--- src/rtl/bcd_7seg_scan_driver_pkg.sv ---
// Shared types, glyph table and nibble decode for the 7-segment scan driver.
// Glyphs are active-high {g,f,e,d,c,b,a}; output polarity is applied at the pins.
package bcd_7seg_scan_driver_pkg;

  localparam int unsigned SEG_W    = 7;
  localparam int unsigned NIBBLE_W = 4;

  typedef enum logic [0:0] {
    DARK_S = 1'b0,
    SCAN_S = 1'b1
  } bcd_7seg_state_e;

  localparam logic [SEG_W-1:0] SEG_0   = 7'b0111111;
  localparam logic [SEG_W-1:0] SEG_1   = 7'b0000110;
  localparam logic [SEG_W-1:0] SEG_2   = 7'b1011011;
  localparam logic [SEG_W-1:0] SEG_3   = 7'b1001111;
  localparam logic [SEG_W-1:0] SEG_4   = 7'b1100110;
  localparam logic [SEG_W-1:0] SEG_5   = 7'b1101101;
  localparam logic [SEG_W-1:0] SEG_6   = 7'b1111101;
  localparam logic [SEG_W-1:0] SEG_7   = 7'b0000111;
  localparam logic [SEG_W-1:0] SEG_8   = 7'b1111111;
  localparam logic [SEG_W-1:0] SEG_9   = 7'b1101111;
  localparam logic [SEG_W-1:0] SEG_E   = 7'b1111001;
  localparam logic [SEG_W-1:0] SEG_OFF = 7'b0000000;

  // Non-decimal nibbles (10..15) render as 'E'.
  function automatic logic [SEG_W-1:0] bcd_to_seg(input logic [NIBBLE_W-1:0] nibble);
    logic [SEG_W-1:0] seg;
    case (nibble)
      4'd0:    seg = SEG_0;
      4'd1:    seg = SEG_1;
      4'd2:    seg = SEG_2;
      4'd3:    seg = SEG_3;
      4'd4:    seg = SEG_4;
      4'd5:    seg = SEG_5;
      4'd6:    seg = SEG_6;
      4'd7:    seg = SEG_7;
      4'd8:    seg = SEG_8;
      4'd9:    seg = SEG_9;
      default: seg = SEG_E;
    endcase
    return seg;
  endfunction

endpackage

--- src/rtl/bcd_7seg_scan_driver_to_7seg.sv ---
// Combinational nibble -> active-high 7-segment glyph.
// Ports: nibble (4-bit BCD digit), seg ({g,f,e,d,c,b,a}, active-high).
module bcd_to_7seg
  import bcd_7seg_scan_driver_pkg::*;
(
  input  logic [NIBBLE_W-1:0] nibble,
  output logic [SEG_W-1:0]    seg
);

  assign seg = bcd_to_seg(nibble);

endmodule

--- src/rtl/bcd_7seg_scan_driver.sv ---
// Time-multiplexed 7-segment driver fed by packed BCD over valid/ready.
// A one-deep shadow register holds the next value; it moves to the display
// register only at frame boundaries so a frame never mixes two values.
// Ports:
//   clk, rst          clock, synchronous active-high reset
//   bcd_valid_i/ready_o  input handshake (ready = shadow empty)
//   bcd_i, blank_lz_i    packed BCD digits and leading-zero blank flag
//   seg_o, an_o          registered segment / digit-enable pins
module bcd_7seg_scan_driver
  import bcd_7seg_scan_driver_pkg::*;
#(
  parameter int unsigned NUM_DIGITS     = 4,
  parameter int unsigned REFRESH_CYCLES = 50000,
  parameter bit          ACTIVE_LOW_SEG = 1'b1,
  parameter bit          ACTIVE_LOW_AN  = 1'b1
) (
  input  logic                         clk,
  input  logic                         rst,
  input  logic                         bcd_valid_i,
  output logic                         bcd_ready_o,
  input  logic [NIBBLE_W*NUM_DIGITS-1:0] bcd_i,
  input  logic                         blank_lz_i,
  output logic [SEG_W-1:0]             seg_o,
  output logic [NUM_DIGITS-1:0]        an_o
);

  localparam int unsigned BCD_W = NIBBLE_W * NUM_DIGITS;
  localparam int unsigned CNT_W = (REFRESH_CYCLES > 1) ? $clog2(REFRESH_CYCLES) : 1;
  localparam int unsigned IDX_W = (NUM_DIGITS > 1) ? $clog2(NUM_DIGITS) : 1;

  localparam logic [SEG_W-1:0]      SEG_POL = {SEG_W{ACTIVE_LOW_SEG}};
  localparam logic [NUM_DIGITS-1:0] AN_POL  = {NUM_DIGITS{ACTIVE_LOW_AN}};

  logic [BCD_W-1:0]      shadow_val;
  logic                  shadow_blank;
  logic [BCD_W-1:0]      disp_val;
  logic                  disp_blank;
  logic [CNT_W-1:0]      count;
  logic [IDX_W-1:0]      idx;
  bcd_7seg_state_e       state;
  bcd_7seg_state_e       state_next;
  logic [SEG_W-1:0]      seg_next;
  logic [NUM_DIGITS-1:0] an_next;

  logic                  shadow_full_c;
  logic                  accept_c;
  logic                  tick_c;
  logic                  frame_end_c;
  logic [NUM_DIGITS-1:0] lit_c;
  logic [NIBBLE_W-1:0]   digit_c;
  logic [SEG_W-1:0]      glyph_c;

  // Ready is kept as the flop itself; the shadow is full whenever it is low.
  assign shadow_full_c = ~bcd_ready_o;
  assign accept_c      = bcd_valid_i & bcd_ready_o;
  assign tick_c        = (count == CNT_W'(REFRESH_CYCLES - 1));
  assign frame_end_c   = tick_c & (idx == IDX_W'(NUM_DIGITS - 1));

  // Free-running refresh counter and digit index.
  always_ff @(posedge clk) begin
    if (rst) begin
      count <= '0;
      idx   <= '0;
    end else if (tick_c) begin
      count <= '0;
      idx   <= (idx == IDX_W'(NUM_DIGITS - 1)) ? '0 : idx + IDX_W'(1);
    end else begin
      count <= count + CNT_W'(1);
    end
  end

  // Shadow capture and frame-boundary transfer. Accept is only possible with
  // the shadow empty, so it never collides with a consuming boundary.
  always_ff @(posedge clk) begin
    if (rst) begin
      shadow_val   <= '0;
      shadow_blank <= 1'b0;
      bcd_ready_o  <= 1'b1;
      disp_val     <= '0;
      disp_blank   <= 1'b0;
    end else begin
      if (accept_c) begin
        shadow_val   <= bcd_i;
        shadow_blank <= blank_lz_i;
        bcd_ready_o  <= 1'b0;
      end else if (frame_end_c && shadow_full_c) begin
        bcd_ready_o <= 1'b1;
      end
      if (frame_end_c && shadow_full_c) begin
        disp_val   <= shadow_val;
        disp_blank <= shadow_blank;
      end
    end
  end

  // A digit is lit if blanking is off, it is digit 0, or some digit at or
  // above it is nonzero.
  always_comb begin
    logic seen;
    seen  = 1'b0;
    lit_c = '0;
    for (int k = int'(NUM_DIGITS) - 1; k >= 0; k--) begin
      if (disp_val[NIBBLE_W*k +: NIBBLE_W] != '0) seen = 1'b1;
      lit_c[k] = seen | ~disp_blank | (k == 0);
    end
  end

  // Select the nibble for the digit currently being scanned.
  always_comb begin
    digit_c = '0;
    for (int k = 0; k < int'(NUM_DIGITS); k++) begin
      if (idx == IDX_W'(k)) digit_c = disp_val[NIBBLE_W*k +: NIBBLE_W];
    end
  end

  bcd_to_7seg u_decode (
    .nibble (digit_c),
    .seg    (glyph_c)
  );

  always_ff @(posedge clk) begin
    if (rst) state <= DARK_S;
    else     state <= state_next;
  end

  // Next state and active-high pin values; dark until the first value lands.
  always_comb begin
    state_next = state;
    seg_next   = SEG_OFF;
    an_next    = '0;
    case (state)
      DARK_S: begin
        if (frame_end_c && shadow_full_c) state_next = SCAN_S;
      end
      SCAN_S: begin
        for (int k = 0; k < int'(NUM_DIGITS); k++) begin
          if (idx == IDX_W'(k) && lit_c[k]) begin
            an_next[k] = 1'b1;
            seg_next   = glyph_c;
          end
        end
      end
      default: state_next = DARK_S;
    endcase
  end

  // Pin registers with polarity applied.
  always_ff @(posedge clk) begin
    if (rst) begin
      seg_o <= SEG_POL;
      an_o  <= AN_POL;
    end else begin
      seg_o <= seg_next ^ SEG_POL;
      an_o  <= an_next ^ AN_POL;
    end
  end

endmodule

--- config.mk ---
export PLATFORM = sky130hd
export DESIGN_NAME = bcd_7seg_scan_driver
export DESIGN_NICKNAME = d
export VERILOG_FILES = /design/src/rtl/bcd_7seg_scan_driver_pkg.sv /design/src/rtl/bcd_7seg_scan_driver_to_7seg.sv /design/src/rtl/bcd_7seg_scan_driver.sv
export SDC_FILE = /design/constraint.sdc
export NUM_CORES = 1
export LEC_CHECK = 0
export BUFFER_PORTS_ARGS = -buffer_cell sky130_fd_sc_hd__buf_2
export CORE_MARGIN = 2
export CORE_UTILIZATION = 57
export DETAILED_ROUTE_END_ITERATION = 7
export MAX_ROUTING_LAYER = met4
export PLACE_DENSITY = 0.88
export SKIP_CTS_REPAIR_TIMING = 1
export SLEW_MARGIN = 10
export SYNTH_ARGS = -nofsm -noshare
export SYNTH_HDL_FRONTEND = slang
export SYNTH_HIERARCHICAL = 1
export SYNTH_SLANG_ARGS = --single-unit
--- constraint.sdc ---
create_clock -name clk -period 3 [get_ports clk]
set_clock_uncertainty 0.2 [all_clocks]
set_input_delay 0.3 -clock clk [delete_from_list [all_inputs] [get_ports clk]]
set_output_delay 0.3 -clock clk [all_outputs]
set_load 0.005 [all_outputs]
Word-level counts from Yosys, hierarchy flattened
Memory sizes are Yosys's and may differ from the RTL's.
Index checks and enable logic that the tools add are counted.
Storage, ports and cells
  flip-flop bits (word level): 65
  memory bits (read-only): 112
  input bits: 20
  output and inout port bits: 12
  memories: 1
Cells by class
  add/sub/neg operators: 2
  eq/ne operators: 4
  mux-type cells: 22
  bitwise operators: 9
  reductions and logical operators: 10
Memories
  (name not given): depth 16, bits a word 7, read ports 1, clocked after Yosys merged registers in 0, write ports 0, line bcd_7seg_scan_driver_pkg.sv:29  | case (nibble)
Operator list (number)
  $mux W7: 5
  $mux W4: 5
  $add A16 B1 Y16 const B: 1
  $eq A16 B16 Y1 const B: 1
  $reduce_bool A4 Y1: 3
  $mux W1: 11
  $not A7 Y7: 1
  $eq A2 B2 Y1 const B: 2
  $logic_and A1 B1 Y1: 4
  $not A4 Y4: 1
  $or A1 B1 Y1: 3
  $add A2 B1 Y2 const B: 1
  $and A1 B1 Y1: 2
  $eq A2 B1 Y1 const B: 1
  $logic_not A2 Y1: 1
  $mux W2: 1
  $not A1 Y1: 2
  $reduce_bool A2 Y1: 1
  $reduce_or A2 Y1: 1

Longest topological paths before layout
Gate-level depths: netlist of the first run.
An unclocked memory read counts as a cell.
  word-level depth: 12
  gate-level depth with buffers: 12

Hierarchy
Netlist of the first run, hierarchy kept.
Modules (own cells, without submodules)
  bcd_7seg_scan_driver: times used 1, cells each 276, area an instance 2605.0 µm², sequential area each 1301.2 µm²
  bcd_to_7seg: times used 1, cells each 26, area an instance 190.2 µm², sequential area each 0.0 µm²

Worst setup path before layout of the first run
OpenSTA, ideal clock, no wires.
  kind: register to register
  from: register idx[0]
  to: register seg_o[3]
  library setup time: 0.065 ns
  data arrival time: 2.305 ns
  slack: 0.430 ns
  stages on the path, launching flop included: 13
  path buffers: 1
  clock period less this slack: 2.570 ns
  path through: dfxtp_1 > inv_1 > ha_1 > clkbuf_1 > nand3b_1 > a21oi_1 > a21oi_1 > o21ai_0 > inv_1 > ha_1 > or2b_1 > a21o_1 > nand3_1
Between the ends
  word-level cells in the longest chain between the ends: 12
Ends and longest elaborated chain
  from (decl): line bcd_7seg_scan_driver.sv:39  | logic [IDX_W-1:0] idx;
  from (signal assigned): line bcd_7seg_scan_driver.sv:66  | idx <= (idx == IDX_W'(NUM_DIGITS - 1)) ? '0 : idx + IDX_W'(1);
  $logic_not A2 Y1: line bcd_7seg_scan_driver.sv:112  | if (idx == IDX_W'(k)) digit_c = disp_val[NIBBLE_W*k +: NIBBLE_W];
  $mux W4 (3 in series): line bcd_7seg_scan_driver.sv:112
  $mux W4 (*): line bcd_7seg_scan_driver.sv:112
  named net digit_c[1]: line bcd_7seg_scan_driver.sv:50  | logic [NIBBLE_W-1:0] digit_c;
  $mem_v2 Z16 W7 (*)
  named net glyph_c[3]: line bcd_7seg_scan_driver.sv:51  | logic [SEG_W-1:0] glyph_c;
  $mux W7 (3 in series): line bcd_7seg_scan_driver.sv:137  | if (idx == IDX_W'(k) && lit_c[k]) begin
  $mux W7 (*): line bcd_7seg_scan_driver.sv:137
  $mux W7 (*): line bcd_7seg_scan_driver.sv:131  | case (state)
  $not A7 Y7 (no source line) (*)
  to (signal assigned): line bcd_7seg_scan_driver.sv:153  | seg_o <= seg_next ^ SEG_POL;
  to (decl): line bcd_7seg_scan_driver.sv:23  | output logic [SEG_W-1:0] seg_o,
The timed path passes the listed nets; every way through them passes the cells marked *.
A chain may end at the register's enable or synchronous reset.

Final worst setup path of the first run
  from: register idx[1]
  to: register seg_o[3]
Same word-level chain as after synthesis.

==> results of run 1 <==
routing by layer:
metal,vias up,share of wire [%]
li1,1131,-
met3,12,3.5
met5,-,0
met4,0,2.9
met2,47,48
met1,994,46
kinds of logic after synthesis:
kind of cell,after synthesis
adders and majority gates,11
xor gates and xnor gates,13
AOI/OAI and AO/OA,62
and+or+nand+nor,125
muxes,2
buffers and inverters,24
DFF,65
synth_stat cells (3+ instances only):
cell type and number:
a21o_1 3, a22o_1 17, inv_1 8, xnor2_1 8
dfxtp_1 65, nand4_1 6, clkbuf_1 9, o21ai_0 7
xor2_1 5, ha_1 11, a21oi_1 26, nor4_1 4
nor2_1 22, nor3_1 3, nand3_1 12, and3_1 3
buf_6 3, nand2b_1 3, nand3b_1 4, nand2_1 48
area by class of cell:
type	instances	area (um2)
Clock inverter	2	60.06
Inverter	8	30.03
Clock buffer	14	162.7
Tap cell	67	83.83
Multi-Input combinational cell	213	1371
Fill cell	388	1499
Timing Repair Buffer	38	215.2
Sequential cell	65	1301
worst max path at each step:
stage,start,endpoint,cells after the start
after floorplan,idx[0],seg_o[3],12
after global placement,idx[1],seg_o[3],11
after detailed placement,idx[1],seg_o[3],11
after CTS,idx[1],seg_o[3],11
after global routing,idx[1],seg_o[3],11
final,idx[1],seg_o[3],11
state kept, by name (all words and copies together) (netlist names):
register      count
count            16
disp_val         16
shadow_val       16
seg_o             7
an_o              4
idx               2
bcd_ready_o       1
disp_blank        1
shadow_blank      1
state             1
cells in the final DEF, fill, tap and decap left out, types with 5 or more instances in the layout:
master    instances
o21ai_0           7
nor2_1           22
xnor2_1           8
a21oi_1          26
nand2_1          48
ha_1             11
nand3_1          12
clkbuf_8         11
inv_1             8
buf_2            31
xor2_1            5
a22o_1           17
dfxtp_1          65
nand4_1           6
through the flow:
step | hold WS [ns] | cell area (um2) | util [%] | total power [mW]
3_3_place_gp | 0.2395 | 2972 | 62.91 | 0.9669
5_1_grt | 0.002178 | 3224 | 68.26 | 1.832
6_report | -0.004332 | 3224 | 68.26 | 1.768
3_5_place_dp | 0.2494 | 2972 | 62.91 | 0.9703
2_1_floorplan | 0.1859 | 2795 | - | 0.9498
4_1_cts | -0.04732 | 3194 | 67.63 | 1.783
worst reg2reg max path, stage by stage, from the launching register on:
cell and delay [ns]:
dfxtp_1 0.37, inv_1 0.07, ha_1 0.27, nand3b_1 0.19
a21oi_1 0.15, a21oi_1 0.05, o21ai_0 0.32, inv_1 0.16
ha_1 0.33, or2b_1 0.22, a21o_1 0.17, nand3_1 0.05
where the power goes:
| group | switching (mW) | internal (mW) |
|---|---|---|
| clock network | 0.300 | 0.514 |
| registers | 0.0111 | 0.880 |
| logic | 0.0374 | 0.0253 |
| total | 0.348 | 1.42 |
==> metrics, run 1 <==
status=complete, but fails checks; failing checks=negative hold slack; Worst Tran Pin Value=0.9152 ns; critical path's top delay family=compound AO/OA/AOI/OAI gates; Critical-path top delay cell=dfxtp_1; FMAX=381.2 MHz; Setup crit start kind=register; mux cell area share after synthesis=0.7162%; largest net degree at the start of global routing=25; Final TNS setup=0 ns; post-synthesis sequential area ratio=46.55%; total wire length=5.177 mm; hold endpoint=shadow_val[6]; DRC viols=0; worst-path fanout max=9; Final period util=87.44%; gr busiest metal=met2; RePlAce Congestion=0.9339; share of the synthesized area in the top cell type=46.55%; Worst Hold Depth=3; CTS buffer count=9; Rel. slew slack=38.46%; pre-CTS setup slack=0.4040 ns; Rows=25; Max Cap Violations=0; synthesized net count=333; share of cells above drive strength 1=16.76%; vias per inst=5.366; Synth cell types=45; dominant cell type by area after synthesis=dfxtp_1; Iteration-0 DRC Markers=118; die height=74.03 um; xor/xnor share of the synthesized area=4.073%; gr ovfl total=0; Synth area leaders=dfxtp_1 47%, nand2_1 6.4%, a22o_1 5.3%; Cell Chain, Critical Path=inv_1, ha_1, nand3b_1, a21oi_1, a21oi_1, o21ai_0, inv_1, ha_1, or2b_1, a21o_1, nand3_1; Initial Util=59.18%; leakage=1.231 nW; nets=366; clk sinks=65; CTS tree=yes; Critical Path End Type=register; Synth Area per Inst=9.256 um2; clk slew on worst S/H paths=0.06 ns; crit path kind=register to register; Reg2Reg Depth=11; post-route ant nets=0; Critical Path Max Stage Delay=0.37 ns; Post-synth top flop=dfxtp_1; area of the core=0.004723 mm2; Async SR Flop Fraction=0%; Reg-to-Reg End=seg_o[3]; PwrDens=548.4 mW/mm2; #FFs+latches synth=65; post-route setup slack=0.3768 ns; post-placement cell count=388; Hold WC Path Type=input pin to register; initial antenna violation count=0; unrepaired setup endpoints after global routing=no; complex-gate fraction of the synthesized area=15.26%; Peak VDD IR=0.3521 mV; Mapped Area=0.002795 mm2; cells after synthesis=302; Synth Area in Simple Gates=24.08%; synth warn=6; first-pass GRT wire length=8.673 mm; Pre-Repair DR Iteration Count=4; Vias=2184; WP data arrival=2.69 ns; Post-Layout Cell Count=407; clk_lat worst skew=0.34 ns; met2 Usage GRT=34.62%; RR Startpoint=idx[1]; port bufs=31; fin crit period=2.623 ns; Clock Root Buffer=clkbuf_8; max-slew violation count=0; R2R Setup Slk=0.38 ns; CTS Buffer Depth=2; DIE AREA=0.005480 mm2; met1 layer usage reported by global route=24.27%; H-Tree Depth=3; n_diodes=0; met3 Use GR=4.472%; largest family of logic cells by synthesized area=simple AND/OR/NAND/NOR gates; HPWL Detailed=3.631 mm; Post-Synth Adder-Cell Area=4.924%; number of synthesized flops with an enable pin=0; Critical Path RT=3.07 ns; IO Count=32; Chip Width=74.03 um; All-Layer GR Usage=21.64%; Area Growth Syn to Fin=15.35%; Buf+Inv Stages, Crit Path=2; Fin. Hold Viols=6; Hold Startpoint=bcd_i[6]; Final Setup Violations=0; vias in the first global route=1990; Routed wire per std cell=12.72 um; WHS=-0.004332 ns
No activity file was read; power rests on OpenSTA's default activity.
==> run 2, diff against run 1 <==
--- a/config.mk
+++ b/config.mk
@@ -8,6 +8,7 @@
 export BUFFER_PORTS_ARGS = -buffer_cell sky130_fd_sc_hd__buf_2
 export CORE_MARGIN = 2
 export CORE_UTILIZATION = 57
+export CTS_BUF_LIST = sky130_fd_sc_hd__clkbuf_16
 export DETAILED_ROUTE_END_ITERATION = 7
 export MAX_ROUTING_LAYER = met4
 export PLACE_DENSITY = 0.88
==> metrics, run 2 (same netlist as run 1, synthesis figures left out) <==
CTS tree=yes; post-route ant nets=0 (unchanged); Worst Tran Pin Value=0.8924 ns (-0.02282 ns); HPWL Detailed=3.631 mm (unchanged); WP data arrival=2.66 ns (-0.03 ns); unrepaired setup endpoints after global routing=no; Clock Root Buffer=clkbuf_16; Fin. Hold Viols=0 (-6); Chip Width=74.03 um (unchanged); gr ovfl total=0 (unchanged); Critical Path RT=3.06 ns (about the same); die height=74.03 um (unchanged); share of cells above drive strength 1=16.27% (-0.49 points); Hold WC Path Type=input pin to register; Vias=2199 (+0.69%); Final Cell Area=0.003286 mm2 (+1.9%); status=completed; DIE AREA=0.005480 mm2 (unchanged); commonest cells after routing, fill and taps aside=65 x dfxtp_1, 48 x nand2_1, 31 x buf_2, 26 x a21oi_1, 22 x nor2_1; post-route setup slack=0.3948 ns (+0.01806 ns); IO Count=32 (unchanged); n_diodes=0 (unchanged); All-Layer GR Usage=22.84% (+1.2 points); Regs by FF count=count: 16 flops, disp_val: 16 flops, shadow_val: 16 flops; vias per inst=5.430 (+1.2%); total wire length=5.359 mm (+3.5%); Peak VDD IR=0.5479 mV (+56%); DRC viols=0 (unchanged); largest net degree at the start of global routing=25 (unchanged); first-pass GRT wire length=9.080 mm (+4.7%); Post-DP Area=0.002972 mm2 (unchanged); FMAX=383.9 MHz (+0.69%); Routed wire per std cell=13.23 um (+4.0%); initial antenna violation count=0 (unchanged); Final period util=86.84% (-0.60 points); most common cell after layout, fill and taps aside=dfxtp_1; Initial Util=59.18% (unchanged); clk sinks=65 (unchanged); worst-path fanout max=9 (unchanged); Rel. slew slack=40.00% (+1.5 points); clk_lat worst skew=0.33 ns (about the same); Rows=25 (unchanged); max-slew violation count=0 (unchanged); Area Growth Syn to Fin=17.55%; CTS buffer count=9 (unchanged); vias in the first global route=2066 (+3.8%); leakage=1.270 nW (+3.2%); area of the core=0.004723 mm2 (unchanged); fin crit period=2.605 ns (-0.01806 ns); Final Util=69.56% (+1.3 points); Final TNS setup=0 ns (unchanged); clk slew on worst S/H paths=0.05 ns (about the same); crit path kind=register to register; Final Setup Violations=0 (unchanged); Setup crit start kind=register; RePlAce Congestion=0.9339 (unchanged); Critical Path End Type=register; pre-CTS setup slack=0.4040 ns (unchanged); H-Tree Depth=3 (unchanged); port bufs=31 (unchanged); Iteration-0 DRC Markers=121 (+2.5%); nets=364 (-0.55%); Pre-Repair DR Iteration Count=4 (unchanged); Max Cap Violations=0 (unchanged); CTS Buffer Depth=2 (unchanged); PwrDens=610.8 mW/mm2 (+11%)
[run 2: cell types whose count changed in the layout (fill, tap and decap cells not counted)]
cell	previous run	this run
clkinv_1	0	2
clkbuf_1	3	0
clkbuf_16	0	9
dlygate4sd3_1	3	1
clkbuf_8	11	0
inv_1	8	11
[run 2: metal layers]
layer	vias up	share of wire [%]	global-route usage [%]
met3	9	4.7	7.317
li1	1127	-	-
met1	1016	45	24.81
met4	0	1.8	12.53
met5	-	0	-
met2	47	49	37.00
[run 2: where the power goes]
| part | switching [mW] | internal (mW) | leakage (nW) | total, mW |
|---|---|---|---|---|
| Combinational | 0.0373 | 0.0236 | 0.584 | 0.0609 |
| Sequential | 0.0112 | 0.882 | 0.527 | 0.893 |
| Clock | 0.342 | 0.711 | 0.158 | 1.05 |
[run 2: worst paths after layout]
kind	from	endpoint	slack [ns]	cells past startpoint
worst max-delay path	idx[1]	seg_o[3]	0.39	11
worst min-delay path	bcd_i[9]	shadow_val[9]	0.008	3
worst max register to register	idx[1]	seg_o[3]	0.39	11
worst min register to register	shadow_val[6]	shadow_val[6]	0.26	2
[run 2: metrics by stage]
| stage | power [mW] | instances | hold slack, ns |
|---|---|---|---|
| 3_3_place_gp | 0.9669 | 388 | 0.2395 |
| 3_5_place_dp | 0.9703 | 388 | 0.2494 |
| 4_1_cts | 2.018 | 404 | -0.02312 |
| 2_1_floorplan | 0.9498 | 302 | 0.1859 |
| 6_report | 2.007 | 405 | 0.008088 |
| 5_1_grt | 2.072 | 405 | 0.006445 |
[run 2: worst max-delay path: stages, from the launching register on]
cell and delay (ns):
dfxtp_1 0.37, inv_1 0.07, ha_1 0.27, nand3b_1 0.19, a21oi_1 0.15, a21oi_1 0.05, o21ai_0 0.31, inv_1 0.16
ha_1 0.33, or2b_1 0.23, a21o_1 0.17, nand3_1 0.05
[run 2: cell type report]
class,instances,area [um2]
inverter,8,30.03
tap,67,83.83
clock buffer,9,225.2
clock inverter,7,78.83
sequential,65,1301
fill,376,1438
multi-input combinational,213,1371
timing repair buffer,36,195.2
